## src/rtl/keypad_pkg.sv

```systemverilog
// Shared types, key codes and helpers for the 3x4 keypad scanner.
package keypad_pkg;

   localparam int unsigned KEY_W = 4;
   localparam int unsigned ROW_W = 4;
   localparam int unsigned COL_W = 3;

   typedef enum logic [1:0] {
      SCAN     = 2'd0,
      DEBOUNCE = 2'd1,
      HELD     = 2'd2
   } state_t;

   localparam logic [KEY_W-1:0] KEY_NONE  = 4'd0;
   localparam logic [KEY_W-1:0] KEY_STAR  = 4'd10;
   localparam logic [KEY_W-1:0] KEY_ZERO  = 4'd11;
   localparam logic [KEY_W-1:0] KEY_HASH  = 4'd12;
   localparam logic [ROW_W-1:0] ROW_RESET = 4'b0001;

   // Digits fill rows 0-2 left to right; the bottom row is '*', '0', '#'.
   function automatic logic [KEY_W-1:0] key_code(input logic [1:0] r, input logic [1:0] c);
      logic [KEY_W-1:0] code;
      if (r == 2'd3) begin
         case (c)
            2'd0:    code = KEY_STAR;
            2'd1:    code = KEY_ZERO;
            default: code = KEY_HASH;
         endcase
      end else begin
         code = KEY_W'(r) * 4'd3 + KEY_W'(c) + 4'd1;
      end
      return code;
   endfunction

   function automatic logic [1:0] row_index(input logic [ROW_W-1:0] row);
      logic [1:0] idx;
      case (row)
         4'b0010: idx = 2'd1;
         4'b0100: idx = 2'd2;
         4'b1000: idx = 2'd3;
         default: idx = 2'd0;
      endcase
      return idx;
   endfunction

   function automatic logic [1:0] col_index(input logic [COL_W-1:0] col);
      logic [1:0] idx;
      case (col)
         3'b010:  idx = 2'd1;
         3'b100:  idx = 2'd2;
         default: idx = 2'd0;
      endcase
      return idx;
   endfunction

   function automatic logic is_single(input logic [COL_W-1:0] col);
      return (col != 3'b000) && ((col & (col - 3'd1)) == 3'b000);
   endfunction

endpackage

```

## src/rtl/scan_tick_gen.sv

```systemverilog
// Free-running divider producing a one-clk scan tick every SCAN_DIV clocks.
module scan_tick_gen #(
   parameter int unsigned SCAN_DIV = 25000
) (
   input  logic clk,
   input  logic rst,
   output logic o_tick_c
);
   localparam int unsigned     DIV_W    = (SCAN_DIV > 1) ? $clog2(SCAN_DIV) : 1;
   localparam logic [DIV_W-1:0] DIV_LAST = DIV_W'(SCAN_DIV - 1);

   logic [DIV_W-1:0] r_div;

   always_ff @(posedge clk) begin
      if (rst)                    r_div <= '0;
      else if (r_div == DIV_LAST) r_div <= '0;
      else                        r_div <= r_div + DIV_W'(1);
   end

   assign o_tick_c = (r_div == DIV_LAST);

endmodule

```

## src/rtl/keypad_scanner.sv

```systemverilog
// 3x4 keypad scanner: row scan, 2-FF column sync, press/release debounce, one pulse per press.
// Optional KEYPAD_CELL_ONLY_EN: '*', '0', '#' are debounced but never reported.
module keypad_scanner
   import keypad_pkg::*;
#(
   parameter int unsigned SCAN_DIV       = 25000,
   parameter int unsigned DEBOUNCE_SCANS = 4
) (
   input  logic       clk,
   input  logic       rst,
   input  logic [2:0] key_col,
   output logic [3:0] key_row,
   output logic [3:0] key_data,
   output logic       key_valid,
   output logic       key_held
);
   localparam int unsigned      CNT_W    = $clog2(DEBOUNCE_SCANS + 1);
   localparam logic [CNT_W-1:0] CNT_LAST = CNT_W'(DEBOUNCE_SCANS - 1);

   logic [COL_W-1:0] r_sync1;
   logic [COL_W-1:0] r_sync2;
   state_t           r_state;
   logic [ROW_W-1:0] r_key_row;
   logic [KEY_W-1:0] r_key_data;
   logic             r_key_valid;
   logic             r_key_held;
   logic [CNT_W-1:0] r_cnt;
   logic [COL_W-1:0] r_pat;
   logic [1:0]       r_r;
   logic [1:0]       r_c;

   logic             w_tick;
   state_t           w_nxt_state;
   logic [ROW_W-1:0] w_nxt_row;
   logic [KEY_W-1:0] w_nxt_data;
   logic             w_nxt_valid;
   logic [CNT_W-1:0] w_nxt_cnt;
   logic [COL_W-1:0] w_nxt_pat;
   logic [1:0]       w_nxt_r;
   logic [1:0]       w_nxt_c;
   logic [ROW_W-1:0] w_rot_row;
   logic [KEY_W-1:0] w_code;
   logic             w_report;
   logic             w_cnt_done;

   scan_tick_gen #(.SCAN_DIV(SCAN_DIV)) u_tick (
      .clk      (clk),
      .rst      (rst),
      .o_tick_c (w_tick)
   );

   // Two-stage synchroniser for the asynchronous column inputs.
   always_ff @(posedge clk) begin
      if (rst) begin
         r_sync1 <= '0;
         r_sync2 <= '0;
      end else begin
         r_sync1 <= key_col;
         r_sync2 <= r_sync1;
      end
   end

   assign w_rot_row  = {r_key_row[2:0], r_key_row[3]};
   assign w_code     = key_code(r_r, r_c);
   assign w_cnt_done = (r_cnt >= CNT_LAST);

`ifdef KEYPAD_CELL_ONLY_EN
   assign w_report = (w_code < KEY_STAR);
`else
   assign w_report = 1'b1;
`endif

   always_comb begin
      w_nxt_state = r_state;
      w_nxt_row   = r_key_row;
      w_nxt_data  = r_key_data;
      w_nxt_valid = 1'b0;
      w_nxt_cnt   = r_cnt;
      w_nxt_pat   = r_pat;
      w_nxt_r     = r_r;
      w_nxt_c     = r_c;
      case (r_state)
         SCAN: begin
            if (w_tick) begin
               // Zero or multi-bit columns (ghosting) just keep the scan moving.
               if (is_single(r_sync2)) begin
                  w_nxt_r     = row_index(r_key_row);
                  w_nxt_c     = col_index(r_sync2);
                  w_nxt_pat   = r_sync2;
                  w_nxt_cnt   = CNT_W'(1);
                  w_nxt_state = DEBOUNCE;
               end else begin
                  w_nxt_row = w_rot_row;
               end
            end
         end
         DEBOUNCE: begin
            if (w_tick) begin
               if (r_sync2 == r_pat) begin
                  if (w_cnt_done) begin
                     w_nxt_state = HELD;
                     w_nxt_cnt   = '0;
                     w_nxt_data  = w_report ? w_code : KEY_NONE;
                     w_nxt_valid = w_report;
                  end else begin
                     w_nxt_cnt = r_cnt + CNT_W'(1);
                  end
               end else begin
                  w_nxt_state = SCAN;
                  w_nxt_row   = w_rot_row;
                  w_nxt_data  = KEY_NONE;
               end
            end
         end
         HELD: begin
            // Any activity on the frozen row restarts the release count.
            if (w_tick) begin
               if (r_sync2 == 3'b000) begin
                  if (w_cnt_done) begin
                     w_nxt_state = SCAN;
                     w_nxt_row   = w_rot_row;
                     w_nxt_data  = KEY_NONE;
                     w_nxt_cnt   = '0;
                  end else begin
                     w_nxt_cnt = r_cnt + CNT_W'(1);
                  end
               end else begin
                  w_nxt_cnt = '0;
               end
            end
         end
         default: begin
            w_nxt_state = SCAN;
            w_nxt_row   = ROW_RESET;
            w_nxt_data  = KEY_NONE;
            w_nxt_cnt   = '0;
         end
      endcase
   end

   always_ff @(posedge clk) begin
      if (rst) begin
         r_state     <= SCAN;
         r_key_row   <= ROW_RESET;
         r_key_data  <= KEY_NONE;
         r_key_valid <= 1'b0;
         r_key_held  <= 1'b0;
         r_cnt       <= '0;
         r_pat       <= '0;
         r_r         <= '0;
         r_c         <= '0;
      end else begin
         r_state     <= w_nxt_state;
         r_key_row   <= w_nxt_row;
         r_key_data  <= w_nxt_data;
         r_key_valid <= w_nxt_valid;
         r_key_held  <= (w_nxt_state == HELD);
         r_cnt       <= w_nxt_cnt;
         r_pat       <= w_nxt_pat;
         r_r         <= w_nxt_r;
         r_c         <= w_nxt_c;
      end
   end

   assign key_row   = r_key_row;
   assign key_data  = r_key_data;
   assign key_valid = r_key_valid;
   assign key_held  = r_key_held;

endmodule

```

## config.mk

```make
export PLATFORM = sky130hd
export DESIGN_NAME = keypad_scanner
export DESIGN_NICKNAME = d
export VERILOG_FILES = /design/src/rtl/keypad_pkg.sv /design/src/rtl/scan_tick_gen.sv /design/src/rtl/keypad_scanner.sv
export SDC_FILE = /design/constraint.sdc
export NUM_CORES = 1
export LEC_CHECK = 0
export CORE_MARGIN = 2
export CORE_UTILIZATION = 50
export DETAILED_ROUTE_END_ITERATION = 16
export GPL_ROUTABILITY_DRIVEN = 0
export HOLD_SLACK_MARGIN = 0.08
export PLACE_DENSITY = 0.7
export SYNTH_ARGS = -nofsm -noshare
export SYNTH_HDL_FRONTEND = slang
export SYNTH_SLANG_ARGS = --single-unit
```

## constraint.sdc

```tcl
create_clock -name clk -period 3 [get_ports clk]
set_input_delay 0.75 -clock clk [delete_from_list [all_inputs] [get_ports clk]]
set_output_delay 0.75 -clock clk [all_outputs]
set_load 0.03 [all_outputs]
```

**Word level (Yosys, flattened, before mapping)**

Index checks and enable logic that the tools add are counted.

- Input bits: 5
- Word-level logic and storage cells: 95
- Register bits after elaboration: 43
- Output and inout bits: 10

- Reduce and logical (&&, ||, !) cells: 12
- $add $sub $neg: 5
- Bitwise logic cells: 5
- Equality and inequality tests: 22
- Muxes and demuxes: 37
- $mul: 1
- Magnitude comparators: 1

Operators by type and width:

| kind | count |
|---|---|
| 2-to-1 mux 4 bit | 14 |
| case mux 4 bit (3 select lines) | 2 |
| 2-to-1 mux 3 bit | 7 |
| 2-to-1 mux 2 bit | 8 |
| adder 15 x 1 -> 15 bit, second input constant | 1 |
| == test 15 bit, second input constant | 1 |
| != test 2 bit, second input constant | 6 |
| case mux 2 bit (3 select lines) | 2 |
| case mux 3 bit (3 select lines) | 1 |
| AND reduction 7 bit | 1 |
| == test 2 bit, second input constant | 3 |
| zero test 3 bit | 2 |
| != test 2 x 1 -> 1 bit, second input constant | 3 |
| case mux 3 bit (2 select lines) | 1 |
| AND reduction 6 bit | 1 |
| AND reduction 5 bit | 1 |
| adder 4 x 1 -> 4 bit, second input constant | 1 |
| adder 4 x 2 -> 4 bit | 1 |
| == test 2 x 1 -> 1 bit, second input constant | 2 |
| == test 4 x 2 -> 1 bit, second input constant | 1 |
| == test 4 x 3 -> 1 bit, second input constant | 1 |
| == test 4 bit, second input constant | 1 |
| zero test 2 bit | 2 |
| multiplier 2 x 2 -> 4 bit, second input constant | 1 |
| other kinds (16) | 19 |

**Depth between registers and ports, before layout**

Gate-level depths: netlist of the first run.

- Depth in word-level cells: 8
- Gate-level depth with buffers: 8
- Mapped depth without buffers: 8

**Cells and area by module**

Synthesis of the first run repeated with hierarchy kept, for this count alone.

- Cells, all modules: 233
- Area, all modules: 2122.0 um^2

Modules (own cells, without submodules):

| module | area an instance (um^2) | cells an instance | seq. area each (um^2) | times used |
|---|---|---|---|---|
| keypad_scanner | 1446.4 | 157 | 560.5 | 1 |
| scan_tick_gen | 675.6 | 76 | 300.3 | 1 |

**Least setup slack after synthesis of the first run**

Ideal clock, no wire load.

- Kind: flip-flop to flip-flop
- Start point: register u_tick.r_div[11]
- End point: register r_r[0]
- Path buffers: 2
- Setup time: 0.071 ns
- Stages on the path, launching flop included: 8
- Period minus slack after synthesis: 2.738 ns
- Data required time: 2.929 ns
- Arrival: 2.667 ns
- Slack: 0.262 ns
- Path through: dfxtp_1 > or4_1 > or4_1 > buf_2 > or4_1 > buf_4 > or4_1 > a21oi_1

- Longest elaborated chain between the ends: 2

RTL lines:

| what | RTL line | text |
|---|---|---|
| from (decl) | scan_tick_gen.sv:12 | `logic [DIV_W-1:0] r_div;` |
| from (signal assigned) | scan_tick_gen.sv:17 | `else r_div <= r_div + DIV_W'(1);` |
| == test 15 bit | scan_tick_gen.sv:20 | `assign o_tick_c = (r_div == DIV_LAST);` |
| AND reduction 3 bit (no line) | n/a |  |
| to (signal assigned) | keypad_scanner.sv:160 | `r_r <= w_nxt_r;` |
| to (decl) | keypad_scanner.sv:29 | `logic [1:0] r_r;` |

Every way passes these cells.
A chain may end at the register's enable or synchronous reset.

**Worst setup path in the final report of the first run**

Same ends and word-level chain as after synthesis.

==> impl_metrics.prom, run 1 <==
# TYPE chip_impl_metric gauge
chip_impl_metric{name="ctsLongestPathBuffers",unit=""} 2
chip_impl_metric{name="synth.yosys.seq_area_share",unit=""} 0.431
chip_impl_metric{name="mappedNetlistArea",unit="um^2"} 2000
chip_impl_metric{name="number_of_enable_flip_flop_cells_after_synthesis",unit=""} 0
chip_impl_info{name="min_path_type",value="register to register"} 1
chip_impl_metric{name="clk-insertion-delay-late",unit="ps"} 300
chip_impl_metric{name="finalWirelength",unit="um"} 3450
chip_impl_metric{name="min_period_over_period",unit=""} 0.885
chip_impl_metric{name="place_hpwl",unit="um"} 2540
chip_impl_info{name="worst_path_max_delay_cell",value="sky130_fd_sc_hd__or4_1"} 1
chip_impl_info{name="synth_largest_area_cell",value="sky130_fd_sc_hd__dfxtp_1"} 1
chip_impl_metric{name="p_per_area",unit="nW/um^2"} 433
chip_impl_metric{name="synth_top_area_share",unit=""} 0.431
chip_impl_info{name="cpMostUsedCell",value="sky130_fd_sc_hd__or4_1"} 1
chip_impl_metric{name="floorplan.io_pins",unit=""} 15
chip_impl_metric{name="critical-path-max-stage-delay",unit="ps"} 570
chip_impl_metric{name="layout.nets",unit=""} 251
chip_impl_metric{name="synth_to_final_area_change",unit="%"} 14.3
chip_impl_info{name="clock_tree_from_tritoncts",value="yes"} 1
chip_impl_metric{name="tritoncts_num_sinks",unit=""} 43
chip_impl_info{name="setup_repair_after_global_routing_missed_its_margin",value="false"} 1
chip_impl_metric{name="routedWlPerCell",unit="um"} 12.1
chip_impl_metric{name="synthesis.yosys.warnings",unit=""} 0
chip_impl_metric{name="clock-skew-final",unit="ps"} 5.79
chip_impl_metric{name="static-leakage-power",unit="uW"} 0.000881
chip_impl_metric{name="post_route_cells_drive_above_1_share",unit=""} 0.0504
chip_impl_metric{name="actual_transition_at_the_worst_max_transition_pin",unit="ps"} 766
chip_impl_metric{name="setup_slack",unit="ps"} 344
chip_impl_metric{name="preCtsSetupSlack",unit="ps"} 366
chip_impl_metric{name="die_outline_height",unit="um"} 67.2
chip_impl_metric{name="total_power",unit="uW"} 988
chip_impl_info{name="startpoint_type",value="register"} 1
chip_impl_info{name="yosys-top-cells-area",value="sky130_fd_sc_hd__dfxtp_1, sky130_fd_sc_hd__mux2i_1, sky130_fd_sc_hd__xor2_1"} 1
chip_impl_metric{name="initial_utilization",unit=""} 0.533
chip_impl_metric{name="required",unit="ps"} 3230
chip_impl_metric{name="buffer_ports.inserted",unit=""} 14
chip_impl_metric{name="cts_bufs_inserted",unit=""} 5
chip_impl_metric{name="critical_path.n_buffers_inverters",unit=""} 0
chip_impl_metric{name="ctsHoldBuffers",unit=""} 0
chip_impl_info{name="timing.critical_path.to_type",value="register"} 1
chip_impl_info{name="cts_root_buffer",value="sky130_fd_sc_hd__clkbuf_8"} 1
chip_impl_metric{name="route.vias.total",unit=""} 1516
chip_impl_metric{name="track_usage",unit=""} 0.176
chip_impl_metric{name="grt_pass1_vias",unit=""} 1340
chip_impl_metric{name="drc",unit=""} 0
chip_impl_metric{name="worst_ir_drop_vdd",unit="mV"} 0.452
chip_impl_metric{name="htree_num_levels",unit=""} 2
chip_impl_metric{name="grt_pass1_wl",unit="um"} 5960
chip_impl_metric{name="timing.max_cap.violations",unit=""} 0
chip_impl_metric{name="final_period_minus_worst_setup_slack",unit="ps"} 2660
chip_impl_info{name="path_class",value="register to register"} 1
chip_impl_metric{name="achievable-frequency",unit="MHz"} 377
chip_impl_metric{name="dr.pass1.iters",unit=""} 4
chip_impl_info{name="outcome",value="completed"} 1
chip_impl_metric{name="critical_path_peak_fanout",unit=""} 5
chip_impl_metric{name="grt.overflow.total",unit=""} 0
chip_impl_metric{name="die_area",unit="um^2"} 4520
chip_impl_metric{name="n_antenna_cell",unit=""} 0
chip_impl_metric{name="die_width",unit="um"} 67.2
chip_impl_metric{name="core_area",unit="um^2"} 3740
chip_impl_metric{name="synth_nets",unit=""} 234
chip_impl_metric{name="finalNonFillerCells",unit=""} 286
chip_impl_metric{name="dp.cells",unit=""} 278
chip_impl_info{name="yosys_most_used_dff",value="sky130_fd_sc_hd__dfxtp_1"} 1
chip_impl_metric{name="netlist_instances",unit=""} 220
chip_impl_metric{name="maximum_number_of_pins_on_one_net_before_global_route_repair",unit=""} 18
chip_impl_metric{name="timing.critical_path.arrival",unit="ps"} 2890
chip_impl_metric{name="setup_tns",unit="ps"} 0
chip_impl_metric{name="slew_viol_final",unit=""} 0
chip_impl_info{name="post-synth-top-count-cell",value="sky130_fd_sc_hd__dfxtp_1"} 1
chip_impl_metric{name="synthesis.area_per_instance",unit="um^2"} 9.08
chip_impl_info{name="hold_path_startpoint",value="u_tick.r_div[0]"} 1
chip_impl_metric{name="clkTransAtPathRegs",unit="ps"} 90
chip_impl_metric{name="final.fill_count",unit=""} 346
chip_impl_info{name="timing.critical_path.cells",value="or4_1, or4_1, or4_1, or4_1, a21oi_1"} 1
chip_impl_metric{name="first_iteration_detailed_routing_drc_count",unit=""} 70
chip_impl_metric{name="antenna_violations_before_repair",unit=""} 0
chip_impl_metric{name="timing.slew.headroom",unit=""} 0.485
chip_impl_metric{name="post-cts-setup-buffer-count",unit=""} 0
chip_impl_metric{name="cts-resized-gates",unit=""} 0
chip_impl_metric{name="yosys_register_bits",unit=""} 43
chip_impl_metric{name="fp-row-count",unit=""} 22
chip_impl_metric{name="ys_async_sr_fraction",unit=""} 0
chip_impl_metric{name="final_antenna_net_count",unit=""} 0
chip_impl_metric{name="number_of_distinct_standard_cells_referenced_by_the_synthesized_netlist",unit=""} 37
chip_impl_metric{name="setup-violations-final",unit=""} 0
chip_impl_info{name="critPathLaunch",value="u_tick.r_div[11]"} 1
chip_impl_info{name="worst_path_dominant_cell_family",value="simple AND/OR/NAND/NOR gates"} 1
chip_impl_info{name="reg2reg_from",value="u_tick.r_div[11]"} 1
chip_impl_metric{name="vias_per_cell",unit=""} 5.30
chip_impl_metric{name="timing_hold_violations_final",unit=""} 0
chip_impl_info{name="post_synth_most_frequent_cells",value="sky130_fd_sc_hd__dfxtp_1, sky130_fd_sc_hd__nor2_1, sky130_fd_sc_hd__nand2_1"} 1
area by class of cell:
| class | instances | area, um^2 | share of cell area |
|---|---|---|---|
| Multi-Input combinational cell | 160 | 1070 | 0.468 |
| Clock inverter | 3 | 25.0 | 0.0110 |
| Inverter | 10 | 37.5 | 0.0164 |
| Tap cell | 48 | 60.1 | 0.0263 |
| Sequential cell | 43 | 861 | 0.377 |
| Clock buffer | 5 | 68.8 | 0.0302 |
| Timing Repair Buffer | 17 | 163 | 0.0713 |
path summary, 6_finish.rpt:
path / to / slack (ps) / depth (start not counted)
max: r_r[0] / 340 / 5
min: u_tick.r_div[0] / 440 / 1
max reg2reg: r_r[0] / 340 / 5
min reg2reg: u_tick.r_div[0] / 440 / 1
flip-flops by register name (all words and copies together), names as in the netlist:
signal	flops
key_valid	1
key_held	1
key_data	4
r_c	2
u_tick.r_div	15
r_r	2
r_state	2
key_row	4
r_cnt	3
r_sync1	3
r_sync2	3
r_pat	3
layer usage:
| layer | routed length [um] | up-vias | track usage |
|---|---|---|---|
| li1 | - | 801 | - |
| met1 | 1770 | 688 | 0.239 |
| met2 | 1510 | 22 | 0.267 |
| met3 | 123 | 5 | 0.0550 |
| met4 | 50 | 0 | 0.0536 |
| met5 | 0 | - | 0 |
power by group:
part / switching, uW / internal (uW)
registers: 5.46 / 577
logic: 20.0 / 16.2
clock network: 203 / 166
through the flow:
stage | hold slack, ps | util | area (um^2)
floorplan | 413 | - | 2000
global placement | 417 | 0.585 | 2190
detailed placement | 427 | 0.585 | 2190
CTS | 447 | 0.610 | 2280
global route | 453 | 0.610 | 2280
finish | 441 | 0.610 | 2280
cell families after synthesis:
| family | Yosys count | synth area share |
|---|---|---|
| xor gates and xnor gates | 19 | 0.0833 |
| and+or+nand+nor | 88 | 0.224 |
| DFF | 43 | 0.431 |
| buffers and inverters | 17 | 0.0345 |
| AOI/OAI and AO/OA | 32 | 0.103 |
| adders and majority gates | 9 | 0.0639 |
| muxes | 12 | 0.0602 |
layout by cell type (no fill, tap or decap), types with 3 or more instances in the layout:
master / netlist / routed
sky130_fd_sc_hd__clkdlybuf4s50_1: 0 / 14
sky130_fd_sc_hd__mux2i_1: 12 / 12
sky130_fd_sc_hd__nand3_1: 8 / 8
sky130_fd_sc_hd__nor2_1: 24 / 24
sky130_fd_sc_hd__a21oi_1: 9 / 9
sky130_fd_sc_hd__nand2b_1: 5 / 5
sky130_fd_sc_hd__xor2_1: 11 / 11
sky130_fd_sc_hd__nor2b_1: 9 / 9
sky130_fd_sc_hd__nor3_1: 6 / 6
sky130_fd_sc_hd__ha_1: 7 / 7
sky130_fd_sc_hd__or4_1: 5 / 5
sky130_fd_sc_hd__nand2_1: 19 / 19
sky130_fd_sc_hd__a211oi_1: 3 / 3
sky130_fd_sc_hd__clkbuf_8: 0 / 5
sky130_fd_sc_hd__xnor2_1: 8 / 8
sky130_fd_sc_hd__dfxtp_1: 43 / 43
sky130_fd_sc_hd__buf_4: 1 / 3
sky130_fd_sc_hd__inv_1: 10 / 10
sky130_fd_sc_hd__o21ai_0: 6 / 6
Note: power is estimated with default switching activity, not from simulation.
==> run 2, diff against run 1 <==
- CTS_CLUSTER_DIAMETER: not set -> 80
- SKIP_CTS_REPAIR_TIMING: not set -> 1
==> results of run 2 <==
The final DEF is identical to that of run 1; final timing and power are the same.
==> run 3, diff against run 2 <==
- CORE_UTILIZATION: 50 -> 57
- PLACE_DENSITY: 0.7 -> 0.78
==> run 3 against run 2 <==
Effect of this change:
- non-clock buffer count stayed put
- routed wire length increased by 3.0%
- register-to-register slack is essentially flat
- critical path depth unchanged
- cell area rose by 0.38%
- power rose by 8.4%
- die area fell by 12%
- flip-flop and latch count is the same
- global-route usage increased by 2.6 points
- via count decreased by 0.46%
- worst setup slack better by 6.2 ps
- critical path type unchanged
- largest power group unchanged
- highest routed layer unchanged
==> impl_metrics.prom, run 3 (same netlist as run 1, synthesis figures left out) <==
# TYPE chip_impl_metric gauge
chip_impl_info{name="outcome",value="completed"} 1
chip_impl_metric{name="die_area",unit="um^2"} 3990
chip_impl_metric{name="largest_register_ffs",unit=""} 15
chip_impl_metric{name="drc",unit=""} 0
chip_impl_metric{name="final_period_minus_worst_setup_slack",unit="ps"} 2650
chip_impl_info{name="reg2reg_from",value="u_tick.r_div[11]"} 1
chip_impl_metric{name="ctsLongestPathBuffers",unit=""} 2
chip_impl_metric{name="setup-violations-final",unit=""} 0
chip_impl_metric{name="grt_pass1_vias",unit=""} 1490
chip_impl_metric{name="clock-skew-final",unit="ps"} 15.6
chip_impl_metric{name="static-leakage-power",unit="uW"} 0.000888
chip_impl_info{name="commonest_non_fill_non_tap_cell_in_the_layout",value="sky130_fd_sc_hd__dfxtp_1"} 1
chip_impl_metric{name="initial_utilization",unit=""} 0.594
chip_impl_metric{name="cts_bufs_inserted",unit=""} 5
chip_impl_metric{name="place_hpwl",unit="um"} 2560
chip_impl_metric{name="reg2reg_depth",unit=""} 5
chip_impl_info{name="r2r_end",value="r_r[1]"} 1
chip_impl_metric{name="track_usage",unit=""} 0.202
chip_impl_metric{name="finalHoldWorstSlack",unit="ps"} 447
chip_impl_metric{name="first_iteration_detailed_routing_drc_count",unit=""} 59
chip_impl_metric{name="vias_per_cell",unit=""} 5.31
chip_impl_metric{name="critical-path-max-stage-delay",unit="ps"} 570
chip_impl_metric{name="layout.nets",unit=""} 251
chip_impl_metric{name="total_power",unit="uW"} 1070
chip_impl_metric{name="maximum_number_of_pins_on_one_net_before_global_route_repair",unit=""} 18
chip_impl_metric{name="timing.max_cap.violations",unit=""} 0
chip_impl_info{name="crit_end",value="r_r[1]"} 1
chip_impl_metric{name="path_depth",unit=""} 5
chip_impl_info{name="clock_tree_from_tritoncts",value="yes"} 1
chip_impl_metric{name="post_route_cells_drive_above_1_share",unit=""} 0.0504
chip_impl_metric{name="buffer_ports.inserted",unit=""} 14
chip_impl_info{name="final_cell_mix",value="sky130_fd_sc_hd__dfxtp_1, sky130_fd_sc_hd__nor2_1, sky130_fd_sc_hd__nand2_1, sky130_fd_sc_hd__clkdlybuf4s50_1, sky130_fd_sc_hd__mux2i_1"} 1
chip_impl_info{name="min_path_type",value="register to register"} 1
chip_impl_metric{name="routedWlPerCell",unit="um"} 12.5
chip_impl_metric{name="required",unit="ps"} 3320
chip_impl_metric{name="critical_path.n_buffers_inverters",unit=""} 0
chip_impl_metric{name="clk-insertion-delay-late",unit="ps"} 370
chip_impl_metric{name="htree_num_levels",unit=""} 2
chip_impl_metric{name="finalWirelength",unit="um"} 3550
chip_impl_metric{name="grt.overflow.total",unit=""} 0
chip_impl_metric{name="detailroute.wirelength.met3",unit="um"} 106
chip_impl_metric{name="timing_hold_violations_final",unit=""} 0
chip_impl_metric{name="final_antenna_net_count",unit=""} 0
chip_impl_metric{name="slew_viol_final",unit=""} 0
chip_impl_metric{name="fp-row-count",unit=""} 21
chip_impl_metric{name="grt_pass1_wl",unit="um"} 6390
chip_impl_metric{name="post_dp_cell_area",unit="um^2"} 2190
chip_impl_metric{name="actual_transition_at_the_worst_max_transition_pin",unit="ps"} 761
chip_impl_metric{name="wl_met1",unit="um"} 1730
chip_impl_metric{name="synth_to_final_area_change",unit="%"} 14.7
chip_impl_metric{name="final_area",unit="um^2"} 2290
chip_impl_metric{name="p_per_area",unit="nW/um^2"} 467
chip_impl_info{name="worst_path_max_delay_cell",value="sky130_fd_sc_hd__or4_1"} 1
chip_impl_metric{name="ff2ff_setup_slack",unit="ps"} 350
chip_impl_metric{name="setup_tns",unit="ps"} 0
chip_impl_metric{name="critical_path_peak_fanout",unit=""} 5
chip_impl_metric{name="antenna_violations_before_repair",unit=""} 0
chip_impl_info{name="timing.critical_path.cells",value="or4_1, or4_1, or4_1, or4_1, a21oi_1"} 1
chip_impl_metric{name="dr_wl_met2",unit="um"} 1650
chip_impl_metric{name="clkTransAtPathRegs",unit="ps"} 130
chip_impl_info{name="hold_path_startpoint",value="u_tick.r_div[0]"} 1
chip_impl_metric{name="route.vias.total",unit=""} 1509
chip_impl_metric{name="tritoncts_num_sinks",unit=""} 43
chip_impl_info{name="largest-register",value="u_tick.r_div"} 1
chip_impl_metric{name="die_outline_height",unit="um"} 63.2
chip_impl_metric{name="n_antenna_cell",unit=""} 0
chip_impl_metric{name="floorplan.io_pins",unit=""} 15
chip_impl_metric{name="dr.pass1.iters",unit=""} 4
chip_impl_metric{name="die_width",unit="um"} 63.2
chip_impl_info{name="dr.max_layer_used",value="met4"} 1
chip_impl_info{name="worst_path_dominant_cell_family",value="simple AND/OR/NAND/NOR gates"} 1
chip_impl_info{name="cpMostUsedCell",value="sky130_fd_sc_hd__or4_1"} 1
chip_impl_metric{name="achievable-frequency",unit="MHz"} 377
chip_impl_info{name="cts_root_buffer",value="sky130_fd_sc_hd__clkbuf_4"} 1
chip_impl_metric{name="timing.slew.headroom",unit=""} 0.488
chip_impl_info{name="critPathLaunch",value="u_tick.r_div[11]"} 1
chip_impl_metric{name="preCtsSetupSlack",unit="ps"} 357
chip_impl_info{name="timing.critical_path.to_type",value="register"} 1
chip_impl_info{name="path_class",value="register to register"} 1
chip_impl_info{name="startpoint_type",value="register"} 1
chip_impl_metric{name="min_period_over_period",unit=""} 0.883
chip_impl_info{name="setup_repair_after_global_routing_missed_its_margin",value="false"} 1
chip_impl_metric{name="worst_ir_drop_vdd",unit="mV"} 0.388
chip_impl_metric{name="core_area",unit="um^2"} 3360
chip_impl_metric{name="setup_slack",unit="ps"} 350
chip_impl_metric{name="timing.critical_path.arrival",unit="ps"} 2970
-- run 3: changes by cell type in the layout (fill, tap and decap cells not counted) --
cell / delta
sky130_fd_sc_hd__clkinv_4: -2
sky130_fd_sc_hd__bufinv_16: +2
sky130_fd_sc_hd__clkbuf_8: -5
sky130_fd_sc_hd__clkbuf_4: +5
-- run 3: per-layer routing --
| layer | vias up | global-route usage |
|---|---|---|
| met5 | - | 0 |
| met1 | 691 | 0.241 |
| met2 | 18 | 0.342 |
| li1 | 793 | - |
| met4 | 0 | 0.0870 |
| met3 | 7 | 0.0536 |
-- run 3: worst reg2reg max path, stage by stage, from the launching register on --
cell and delay (ps):
sky130_fd_sc_hd__dfxtp_1 360, sky130_fd_sc_hd__or4_1 490, sky130_fd_sc_hd__or4_1 540, sky130_fd_sc_hd__or4_1 570
sky130_fd_sc_hd__or4_1 510, sky130_fd_sc_hd__a21oi_1 150
-- run 3: power breakdown --
group          switching [uW]  internal, uW
clock                     192           259
combinational            20.1          16.2
sequential               5.38           578
-- run 3: worst min-delay path by stage --
stage                      end  slack (ps)  cells after the start
3_5_place_dp        r_sync2[0]         420                      1
4_1_cts        u_tick.r_div[0]         450                      1
5_1_grt             r_sync2[0]         480                      1
3_3_place_gp        r_sync2[2]         420                      1
2_1_floorplan  u_tick.r_div[0]         410                      1
6_report       u_tick.r_div[0]         450                      1
-- run 3: final cells by class --
type | instances | area, um^2
well taps | 46 | 57.6
clock inverters | 3 | 67.6
flip-flops and latches | 43 | 861
fillers | 300 | 1070
multi-input cells | 160 | 1070
inverters | 10 | 37.5
clock buffers | 5 | 37.5
repair buffers | 17 | 163
-- run 3: stage by stage --
step | utilization | cells
after floorplan | - | 220
after global routing | 0.681 | 284
after global placement | 0.650 | 276
final | 0.681 | 284
after detailed placement | 0.650 | 276
after CTS | 0.681 | 284
